<file path="src/rtl/gyro_pkg.sv">
// Shared FSM encoding and default parameter values for the gyro rate integrator.
package gyro_pkg;

    typedef enum logic [1:0] {
        ST_CAL  = 2'd0,
        ST_BIAS = 2'd1,
        ST_RUN  = 2'd2
    } gyro_state_e;

    localparam int GYRO_NUM_CH    = 3;
    localparam int GYRO_DATA_W    = 16;
    localparam int GYRO_ACC_W     = 48;
    localparam int GYRO_CAL_LOG2  = 8;
    localparam int GYRO_OUT_SHIFT = 28;
    localparam int GYRO_DEADBAND  = 200;

endpackage

</file>
<file path="src/rtl/gyro_channel.sv">
// One rate channel: bias subtract + deadband into a stage-1 register, then a
// saturating accumulator with a sticky saturation flag.
module gyro_channel #(
    parameter int DATA_W    = 16,
    parameter int ACC_W     = 48,
    parameter int OUT_SHIFT = 28,
    parameter int DEADBAND  = 200
) (
    input  logic              clk,
    input  logic              rst,
    input  logic              clr,
    input  logic              run,
    input  logic              sample_valid,
    input  logic [DATA_W-1:0] sample,
    input  logic [DATA_W-1:0] bias,
    output logic              upd,
    output logic              sat,
    output logic [DATA_W-1:0] angle
);
    localparam logic [DATA_W:0]  DB      = (DATA_W+1)'(DEADBAND);
    localparam logic [ACC_W-1:0] ACC_MAX = {1'b0, {(ACC_W-1){1'b1}}};
    localparam logic [ACC_W-1:0] ACC_MIN = {1'b1, {(ACC_W-1){1'b0}}};

    logic [DATA_W:0]  diff, mag, d_db, d_q;
    logic [ACC_W:0]   sum_w;
    logic [ACC_W-1:0] acc, acc_nxt;
    logic             s1_valid, ovf;

    // One extra bit on both the difference and the sum so overflow is visible.
    always_comb begin
        diff    = {sample[DATA_W-1], sample} - {bias[DATA_W-1], bias};
        mag     = diff[DATA_W] ? -diff : diff;
        d_db    = (mag <= DB) ? '0 : diff;
        sum_w   = {acc[ACC_W-1], acc} + {{(ACC_W-DATA_W){d_q[DATA_W]}}, d_q};
        ovf     = sum_w[ACC_W] ^ sum_w[ACC_W-1];
        acc_nxt = ovf ? (sum_w[ACC_W] ? ACC_MIN : ACC_MAX) : sum_w[ACC_W-1:0];
    end

    always_ff @(posedge clk or posedge rst) begin
        if (rst) begin
            s1_valid <= 1'b0;
            d_q      <= '0;
            acc      <= '0;
            sat      <= 1'b0;
            upd      <= 1'b0;
        end else begin
            upd <= 1'b0;
            if (clr) begin
                s1_valid <= 1'b0;
                acc      <= '0;
                sat      <= 1'b0;
            end else begin
                s1_valid <= run && sample_valid;
                if (run && sample_valid)
                    d_q <= d_db;
                if (s1_valid) begin
                    acc <= acc_nxt;
                    upd <= 1'b1;
                    if (ovf)
                        sat <= 1'b1;
                end
            end
        end
    end

    assign angle = acc[OUT_SHIFT +: DATA_W];

endmodule

</file>
<file path="src/rtl/gyro_integrator.sv">
// Multi-channel gyro integrator: averages 2^CAL_LOG2 samples into a bias,
// then integrates bias-corrected, deadbanded rates per channel.
module gyro_integrator
    import gyro_pkg::*;
#(
    parameter int NUM_CH    = GYRO_NUM_CH,
    parameter int DATA_W    = GYRO_DATA_W,
    parameter int ACC_W     = GYRO_ACC_W,
    parameter int CAL_LOG2  = GYRO_CAL_LOG2,
    parameter int OUT_SHIFT = GYRO_OUT_SHIFT,
    parameter int DEADBAND  = GYRO_DEADBAND
) (
    input  logic                     clk,
    input  logic                     system_reset,
    input  logic                     rate_valid,
    input  logic [NUM_CH*DATA_W-1:0] rate_data,
    input  logic                     angle_reset,
    input  logic                     recal,
    output logic [NUM_CH*DATA_W-1:0] angle_data,
    output logic                     angle_valid,
    output logic                     calibrated,
    output logic [NUM_CH-1:0]        sat_flag
);
    localparam int SUM_W = DATA_W + CAL_LOG2;

    gyro_state_e                      state, state_nxt;
    logic [CAL_LOG2-1:0]              cnt;
    logic [NUM_CH-1:0][SUM_W-1:0]     sums;
    logic [NUM_CH-1:0][DATA_W-1:0]    bias;
    logic [NUM_CH-1:0]                upd_v;
    logic                             run, clr;

    always_comb begin
        state_nxt = state;
        case (state)
            ST_CAL:  if (rate_valid && (&cnt)) state_nxt = ST_BIAS;
            ST_BIAS: state_nxt = ST_RUN;
            ST_RUN:  state_nxt = ST_RUN;
            default: state_nxt = ST_CAL;
        endcase
        if (recal)
            state_nxt = ST_CAL;
    end

    // Counter wraps to zero on the last calibration sample.
    always_ff @(posedge clk or posedge system_reset) begin
        if (system_reset) begin
            state <= ST_CAL;
            cnt   <= '0;
            sums  <= '0;
            bias  <= '0;
        end else begin
            state <= state_nxt;
            if (recal) begin
                cnt  <= '0;
                sums <= '0;
                bias <= '0;
            end else if (state == ST_CAL && rate_valid) begin
                cnt <= cnt + CAL_LOG2'(1);
                for (int i = 0; i < NUM_CH; i++)
                    sums[i] <= sums[i] + SUM_W'($signed(rate_data[i*DATA_W +: DATA_W]));
            end else if (state == ST_BIAS) begin
                for (int i = 0; i < NUM_CH; i++)
                    bias[i] <= sums[i][CAL_LOG2 +: DATA_W];
            end
        end
    end

    assign run        = (state == ST_RUN);
    assign clr        = angle_reset || recal;
    assign calibrated = run;
    assign angle_valid = &upd_v;

    for (genvar i = 0; i < NUM_CH; i++) begin : g_ch
        gyro_channel #(
            .DATA_W   (DATA_W),
            .ACC_W    (ACC_W),
            .OUT_SHIFT(OUT_SHIFT),
            .DEADBAND (DEADBAND)
        ) u_ch (
            .clk         (clk),
            .rst         (system_reset),
            .clr         (clr),
            .run         (run),
            .sample_valid(rate_valid),
            .sample      (rate_data[i*DATA_W +: DATA_W]),
            .bias        (bias[i]),
            .upd         (upd_v[i]),
            .sat         (sat_flag[i]),
            .angle       (angle_data[i*DATA_W +: DATA_W])
        );
    end

endmodule

</file>
<file path="config.mk">
export PLATFORM = sky130hd
export DESIGN_NAME = gyro_integrator
export DESIGN_NICKNAME = d
export VERILOG_FILES = /design/src/rtl/gyro_pkg.sv /design/src/rtl/gyro_channel.sv /design/src/rtl/gyro_integrator.sv
export SDC_FILE = /design/constraint.sdc
export NUM_CORES = 1
export LEC_CHECK = 0
export ABC_AREA = 1
export BUFFER_PORTS_ARGS = -buffer_cell sky130_fd_sc_hd__clkbuf_2
export CORE_MARGIN = 2
export CORE_UTILIZATION = 60
export DETAILED_ROUTE_END_ITERATION = 10
export HOLD_SLACK_MARGIN = 0.1
export PLACE_DENSITY = 0.77
export SLEW_MARGIN = 20
export SYNTH_ARGS = -nofsm -noshare
export SYNTH_HDL_FRONTEND = slang
export SYNTH_SLANG_ARGS = --single-unit
</file>
<file path="constraint.sdc">
create_clock -name clk -period 17.2 [get_ports clk]
set_input_delay 0.86 -clock clk [delete_from_list [all_inputs] [get_ports clk]]
set_output_delay 0.86 -clock clk [all_outputs]
set_load 0.1 [all_outputs]
</file>
==> results.md, run 1 <==
* CTS max path bufs at 3
* Worst-path maximum fanout at 38
* Min cycle time layout at approximately 3800 ps
* Ratio of cells with drive above 1 in the final layout at 6.17%
* Top FF cell, synth: dfrtp_1
* Boundary pin count at 106
* Routed length per placed instance at 15.5 um
* Seq/Total Area, Yosys at 27.6%
* Yosys warning count at 0
* Clk slew on worst S/H paths at 60 ps
* Most frequent cells in the layout: nand2_1, nor2_1, inv_1, o21ai_0, a21oi_1
* Die Area at between 50000 and 60000 um^2
* TritonCTS buffer count at 42
* CTS resizes at 0
* Final non-filler cell area at 32100 um^2
* Die W at roughly 230 um
* R2R cell count at 14
* Post-Syn Instances at about 4.5k
* Pre-CTS WS at about 13000 ps
* RSZ-0062 raised after global routing: no
* Starting DRC count in detailed routing at between 2k and 2.5k
* Rows at slightly above 80
* Period utilization at 22.1%
* Simple-Gate Fraction of Synth Area at 30.5%
* Final setup vio count at 0
* Post-Synth Adder-Cell Area at between 10% and 20%
* Vias/cell at 5.62
* Critical Path AT at ~4300 ps
* Share of flip-flops with an asynchronous set or reset at 100%
* Crit Path Class: flip-flop to flip-flop
* Congestion Overflow GR at 0
* Peak supply drop at 95.9 uV
* Clk_lat worst skew at 590 ps
* Max Clk Rate at 0.263 GHz
* Worst slew margin at between 30% and 40%
* Synthesis-to-layout area growth at 7.40%
* Main combinational cell family by area after synthesis: simple AND/OR/NAND/NOR gates
* # nets final at slightly below 5k
* CP max-delay cell: dfrtp_2
* Post-synthesis mux area share at 0%
* Post-DP HPWL at 61900 um
* Port-buffer cells at 105
* Worst hold slack at 453 ps
* Syn Nets at 4839
* Final Hold Vio Count at 0
* Setup TNS at 0 ps
* Area leader, netlist: dfrtp_1
* Initial antenna violation count at 0
* Synth top area share at between 20% and 30%
* Pleak at 17.2 nW
* Largest net degree at the start of global routing at 119
* Kind of end point of the critical path: flip-flop
* DR DRC count at 0
* #FFs+latches synth at 330
* Status: finished clean
* Final Max Tran Viols at 0
* Starting Density at 61.0%
* Pre-antenna DRT Iters at 6
* Vias in the first global route at between 20k and 30k
* Post-synthesis compound-gate area fraction at 17.2%
* Hold Crit Class: primary input to asynchronous set/reset pin
* Vias at 29.4k
* First-pass GRT wire length at roughly 130000 um
* Critical path's largest stage delay at around 820 ps
* CP bufs+invs at 3
* Number of enable flip-flop cells after synthesis at 0
* Mapped Area at 29900 um^2
* Post-CTS Setup Bufs at 0
* Placement Cell Area at a little over 30000 um^2
* Smallest setup slack after layout at 13400 ps
* Htree depth at 2
* Post-synthesis cell type count at 63
* PwrDens at around 66 nW/um^2
* Syn_area_per_cell at 6.63 um^2
* Largest cells by area after synthesis: dfrtp_1, nand2_1, ha_1, o21ai_0, a21oi_1
* Placer Congestion at just over 1
* CTS tree: yes
* Antenna-violating nets left at 0
* Worst R2R End: g_ch[2].u_ch.sat
* Most common cell after layout, fill and taps aside: nand2_1
* CP dominant cell by count: nand2_1
* Largest delay share family, worst path: compound AO/OA/AOI/OAI gates
* CP required at between 15000 and 20000 ps
* Worst flop-to-flop path startpoint: g_ch[2].u_ch.d_q[16]
* # clock sinks at 330
* Post-Synth XOR/XNOR Area at 4.88%
* WL final at slightly above 80000 um
* Ant diodes at 0
* Worst Tran Pin Value at 992 ps
* Startpoint types: flip-flop
* Reg-to-reg setup timing slack at 13400 ps
* Core ar. at slightly below 50000 um^2
* Max Cap Viol at 0
* CTS root buffer: clkbuf_16
* Die Y at between 200 and 250 um
* Core Util, Final at between 60% and 70%
* Final setup skew at 19.1 ps
* CP cell instances: ha_1, nand2_1, inv_1, a21oi_1, o21ai_0, a31oi_1, nand3_1, xor2_1, nor2_1, inv_1, nand2_1, buf_4, nand2_1, a21oi_1
* All-Layer GR Usage at roughly a third
* Post-CTS Hold Buffers at 0
layout make-up:
type	count	area (um^2)
clock buffers	56	1210
clock inverters	20	238
fillers	4642	16900
inverters	422	1590
multi-input cells	3619	19300
flip-flops and latches	330	8260
well taps	664	831
repair buffers	122	677
cell usage after synthesis (6+ instances only):
cell type	instances
dfrtp_1	330
nor2_2	9
nand3b_1	13
o21ai_0	375
nand4_1	41
a21o_1	13
a211oi_1	8
a22o_1	6
xnor2_1	44
a31o_2	8
buf_2	7
inv_1	411
o21ai_1	14
buf_4	53
a21oi_1	355
nand3_1	200
o31ai_1	17
nor2_1	438
inv_2	9
clkbuf_1	65
o21a_1	12
nand2_2	14
nand3_2	9
o21bai_1	14
nor3_1	24
a31oi_1	19
o211ai_1	10
o22ai_1	48
and3_1	12
ha_1	268
fa_1	9
o21ai_2	10
nor4_1	12
xor2_1	119
nand2_1	1452
routing by layer:
layer | track usage [%] | vias to the layer above | wire (um)
met5 | 0 | - | 0
met1 | 44.7 | 13500 | 38900
met2 | 51.3 | 743 | 36100
met3 | 3.21 | 126 | 4150
met4 | 9.70 | 0 | 2120
li1 | - | 15000 | -
logic make-up (layout without fill, tap and decap cells):
| logic type | Yosys count | after routing |
|---|---|---|
| XOR/XNOR | 165 | 165 |
| AO/OA/AOI/OAI | 936 | 936 |
| buffers and inverters | 560 | 620 |
| adder cells (fa/ha/maj) | 277 | 277 |
| AND/OR/NAND/NOR | 2241 | 2241 |
| flip-flops | 330 | 330 |
per-stage QoR:
stage                     cells  power (mW)
after global placement     5156        1.20
after floorplan            4509        1.12
after CTS                  5232        2.13
after detailed placement   5156        1.21
after global routing       5233        2.22
final                      5233        2.12
how the worst max path moves through the flow:
stage / start / endpoint / cells after the start
floorplan: system_reset / bias[0] / 1
global placement: g_ch[1].u_ch.d_q[16] / g_ch[1].u_ch.acc[31] / 13
detailed placement: rate_data[32] / g_ch[2].u_ch.d_q[13] / 17
CTS: g_ch[1].u_ch.d_q[16] / g_ch[1].u_ch.acc[2] / 13
global route: g_ch[2].u_ch.d_q[16] / g_ch[2].u_ch.sat / 14
finish: g_ch[2].u_ch.d_q[16] / g_ch[2].u_ch.sat / 14
registers in the layout (all words and copies together), names as in the netlist:
name and flops:
g_ch.u_ch.upd 1, state 2, g_ch.u_ch.s1_valid 1, bias 48, g_ch.u_ch.acc 144, sums 72
g_ch.u_ch.d_q 51, cnt 8, g_ch.u_ch.sat 3
worst register-to-register path, cell delays in order (launching register included):
cell and delay [ps]:
dfrtp_2 820, ha_1 420, nand2_1 130, inv_1 50, a21oi_1 380, o21ai_0 230
a31oi_1 200, nand3_1 110, xor2_1 160, nor2_1 130, inv_1 60, nand2_1 220
buf_4 450, nand2_1 120, a21oi_1 220
power by group:
group | switching, mW | total (mW) | internal [mW]
Sequential | 0.0140 | 0.814 | 0.800
Clock | 0.367 | 0.925 | 0.557
Combinational | 0.258 | 0.384 | 0.126
No activity file was read; power rests on OpenSTA's default activity.
==> inputs of run 2 (changes only) <==
- CORE_UTILIZATION: 60 -> 58
- clock period: 17.2 -> 3.3 ns (I/O delays scaled with it)
==> run 2 against run 1 <==
  * Power increased to 5.3 times the previous value
  * Core utilization decreased by 0.39 points
  * Register-to-register slack got worse by 13000 ps
  * Sequential share of layout area decreased by 0.89 points
  * Largest power group unchanged
  * Highest routed layer unchanged
  * Critical path depth increased by 3
  * Combinational power increased to 5.6 times the previous value
  * Critical path type unchanged
  * Setup slack got worse by 13000 ps
  * First-iteration DRC count increased by 10%
  * Hold slack got worse by 320 ps
==> results.md, run 2 (synthesis gave the netlist of run 1 again) <==
* Antenna-violating nets left at 0
* Worst slew margin at ~54%
* Largest net degree at the start of global routing at 107
* Hold Path Cell Cnt at 4
* Number of flip-flops in the largest register at around 140
* Critical path's largest stage delay at 600 ps
* Largest Register: g_ch.u_ch.acc
* Max Clk Rate at between 0.3 and 0.4 GHz
* Worst Tran Pin Value at 689 ps
* Final Max Tran Viols at 0
* Placer Congestion at between 1 and 1.5
* Final setup vio count at 0
* RSZ-0062 raised after global routing: yes
* Worst Hold Endpoint: sums[14]
* Rows at 83
* CP bufs+invs at 0
* CTS root buffer: clkbuf_16
* Port-buffer cells at around 110
* Synthesis-to-layout area growth at 11.2%
* Kind of end point of the critical path: flip-flop
* Starting Density at 58.5%
* Final setup skew at roughly 22 ps
* Top Registers: g_ch.u_ch.acc (144), sums (72), g_ch.u_ch.d_q (51)
* Crit Path Class: flip-flop to flip-flop
* Vias at 30.0k
* Placement Cell Area at 31300 um^2
* Hold_sp: rate_data[14]
* Setup TNS at 0 ps
* Pleak at 17.6 nW
* Core Util, Final at between 60% and 70%
* CTS max path bufs at 3
* Most frequent cells in the layout: nand2_1, nor2_1, inv_1, o21ai_0, a21oi_1
* Starting DRC count in detailed routing at about 2.4k
* Multi-input gate area at ~20000 um^2
* Final Hold Vio Count at 0
* Worst R2R End: g_ch[0].u_ch.d_q[16]
* Reg-to-reg setup timing slack at between 90 and 100 ps
* Largest delay share family, worst path: simple AND/OR/NAND/NOR gates
* Vias/cell at 5.62
* Design Power at 11.2 mW
* Pre-antenna DRT Iters at 6
* WL final at 83800 um
* First-pass GRT wire length at 137000 um
* DR DRC count at 0
* CTS tree: yes
* PwrDens at 337 nW/um^2
* Register Area at around 8300 um^2
* CP required at around 3800 ps
* Htree depth at 2
* CP max-delay cell: fa_2
* # nets final at 4949
* Die W at approximately 230 um
* Die Y at between 200 and 250 um
* Peak supply drop at approximately 360 uV
* Post-DP HPWL at roughly 64000 um
* Period utilization at a little over nine tenths
* Max Cap Viol at 0
* Routed length per placed instance at between 15 and 20 um
* R2R cell count at 17
* TritonCTS buffer count at 40
* Hold Crit Class: primary input to flip-flop
* Min cycle time layout at about 3200 ps
* Congestion Overflow GR at 0
* Worst-path maximum fanout at 5
* Core ar. at approximately 50000 um^2
* Worst hold slack at 135 ps
* # clock sinks at 330
* Vias in the first global route at 27.9k
* Fillers at 4743
* Final non-filler cell area at ~33000 um^2
* CP cell instances: ha_2, fa_2, ha_2, a21boi_4, nand3_2, nor2_4, nand3_4, nor2_4, nand3_2, nand3_1, nand2_1, nor2_1, nand2_1, nor2_4, nand3_4, nand2_4, nand2_1
* Startpoint types: flip-flop
* Boundary pin count at 106
* Initial antenna violation count at 0
* Ant diodes at 0
* Clk_lat worst skew at around 580 ps
* Ratio of cells with drive above 1 in the final layout at 8.56%
* Most common cell after layout, fill and taps aside: nand2_1
* Die Area at 53400 um^2
* Clk slew on worst S/H paths at about 60 ps
* All-Layer GR Usage at a little under a third
* Status: finished clean
* Critical Path AT at 3660 ps
* Worst flop-to-flop path startpoint: bias[0]
==> run 2: cell types whose count changed in the layout (fill, tap and decap cells not counted), sizes merged <==
cell | previous run | this run
buf | 17 | 84
bufinv | 4 | 6
clkinv | 13 | 10
clkinvlp | 3 | 2
dlygate4sd3 | 0 | 10
inv | 422 | 421
nand3 | 211 | 217
nor2 | 448 | 449
==> run 2: worst max-delay path by stage <==
| stage | startpoint | end | depth (start not counted) |
|---|---|---|---|
| detailed placement | bias[16] | g_ch[1].u_ch.d_q[4] | 19 |
| floorplan | system_reset | bias[0] | 1 |
| global placement | bias[16] | g_ch[1].u_ch.d_q[1] | 19 |
| global route | bias[0] | g_ch[0].u_ch.d_q[11] | 17 |
| CTS | bias[0] | g_ch[0].u_ch.d_q[16] | 17 |
| finish | bias[0] | g_ch[0].u_ch.d_q[16] | 17 |
==> run 2: timing repair <==
action / 4_1_cts / 5_1_grt
gates cloned: 0 / 7
resized for setup: 3 / 95
hold buffers: 10 / 0
endpoints found under the hold margin: 31 / 0
setup endpoints to repair: 18 / 164
pin swaps: 0 / 25
buffers inserted: 0 / 9
==> run 2: stage by stage <==
stage	cells	setup slack, ps
floorplan	4509	-1270
global placement	5231	-51.7
detailed placement	5231	-87.4
CTS	5314	57.3
global route	5330	-35.3
finish	5330	97.0
==> run 2: power breakdown <==
group          switching [mW]  internal (mW)  total [mW]
clock network            1.88           2.92        4.80
registers              0.0737           4.17        4.24
logic                    1.43          0.721        2.15
total                    3.39           7.81        11.2
==> run 2: worst register-to-register path, delay by kind of cell, from the launching register on <==
kind	cells	cell delay (ps)
adders and majority gates	3	990
DFF	1	380
AOI/OAI and AO/OA	1	190
and+or+nand+nor	13	1550
==> run 2: area by class of cell <==
class | count | share of cell area, %
clock buffer | 56 | 3.47
clock inverter | 17 | 0.794
inverter | 422 | 4.79
multi-input combinational | 3626 | 59.2
sequential | 330 | 24.8
tap | 680 | 2.56
timing repair buffer | 199 | 4.32
==> run 2: per-layer routing <==
layer	vias to the layer above	part of all wire [%]	GRT usage, %
li1	15200	-	-
met1	13800	47	43.6
met2	851	45	50.7
met3	133	5.2	2.95
met4	0	2.4	8.39
met5	-	0	0
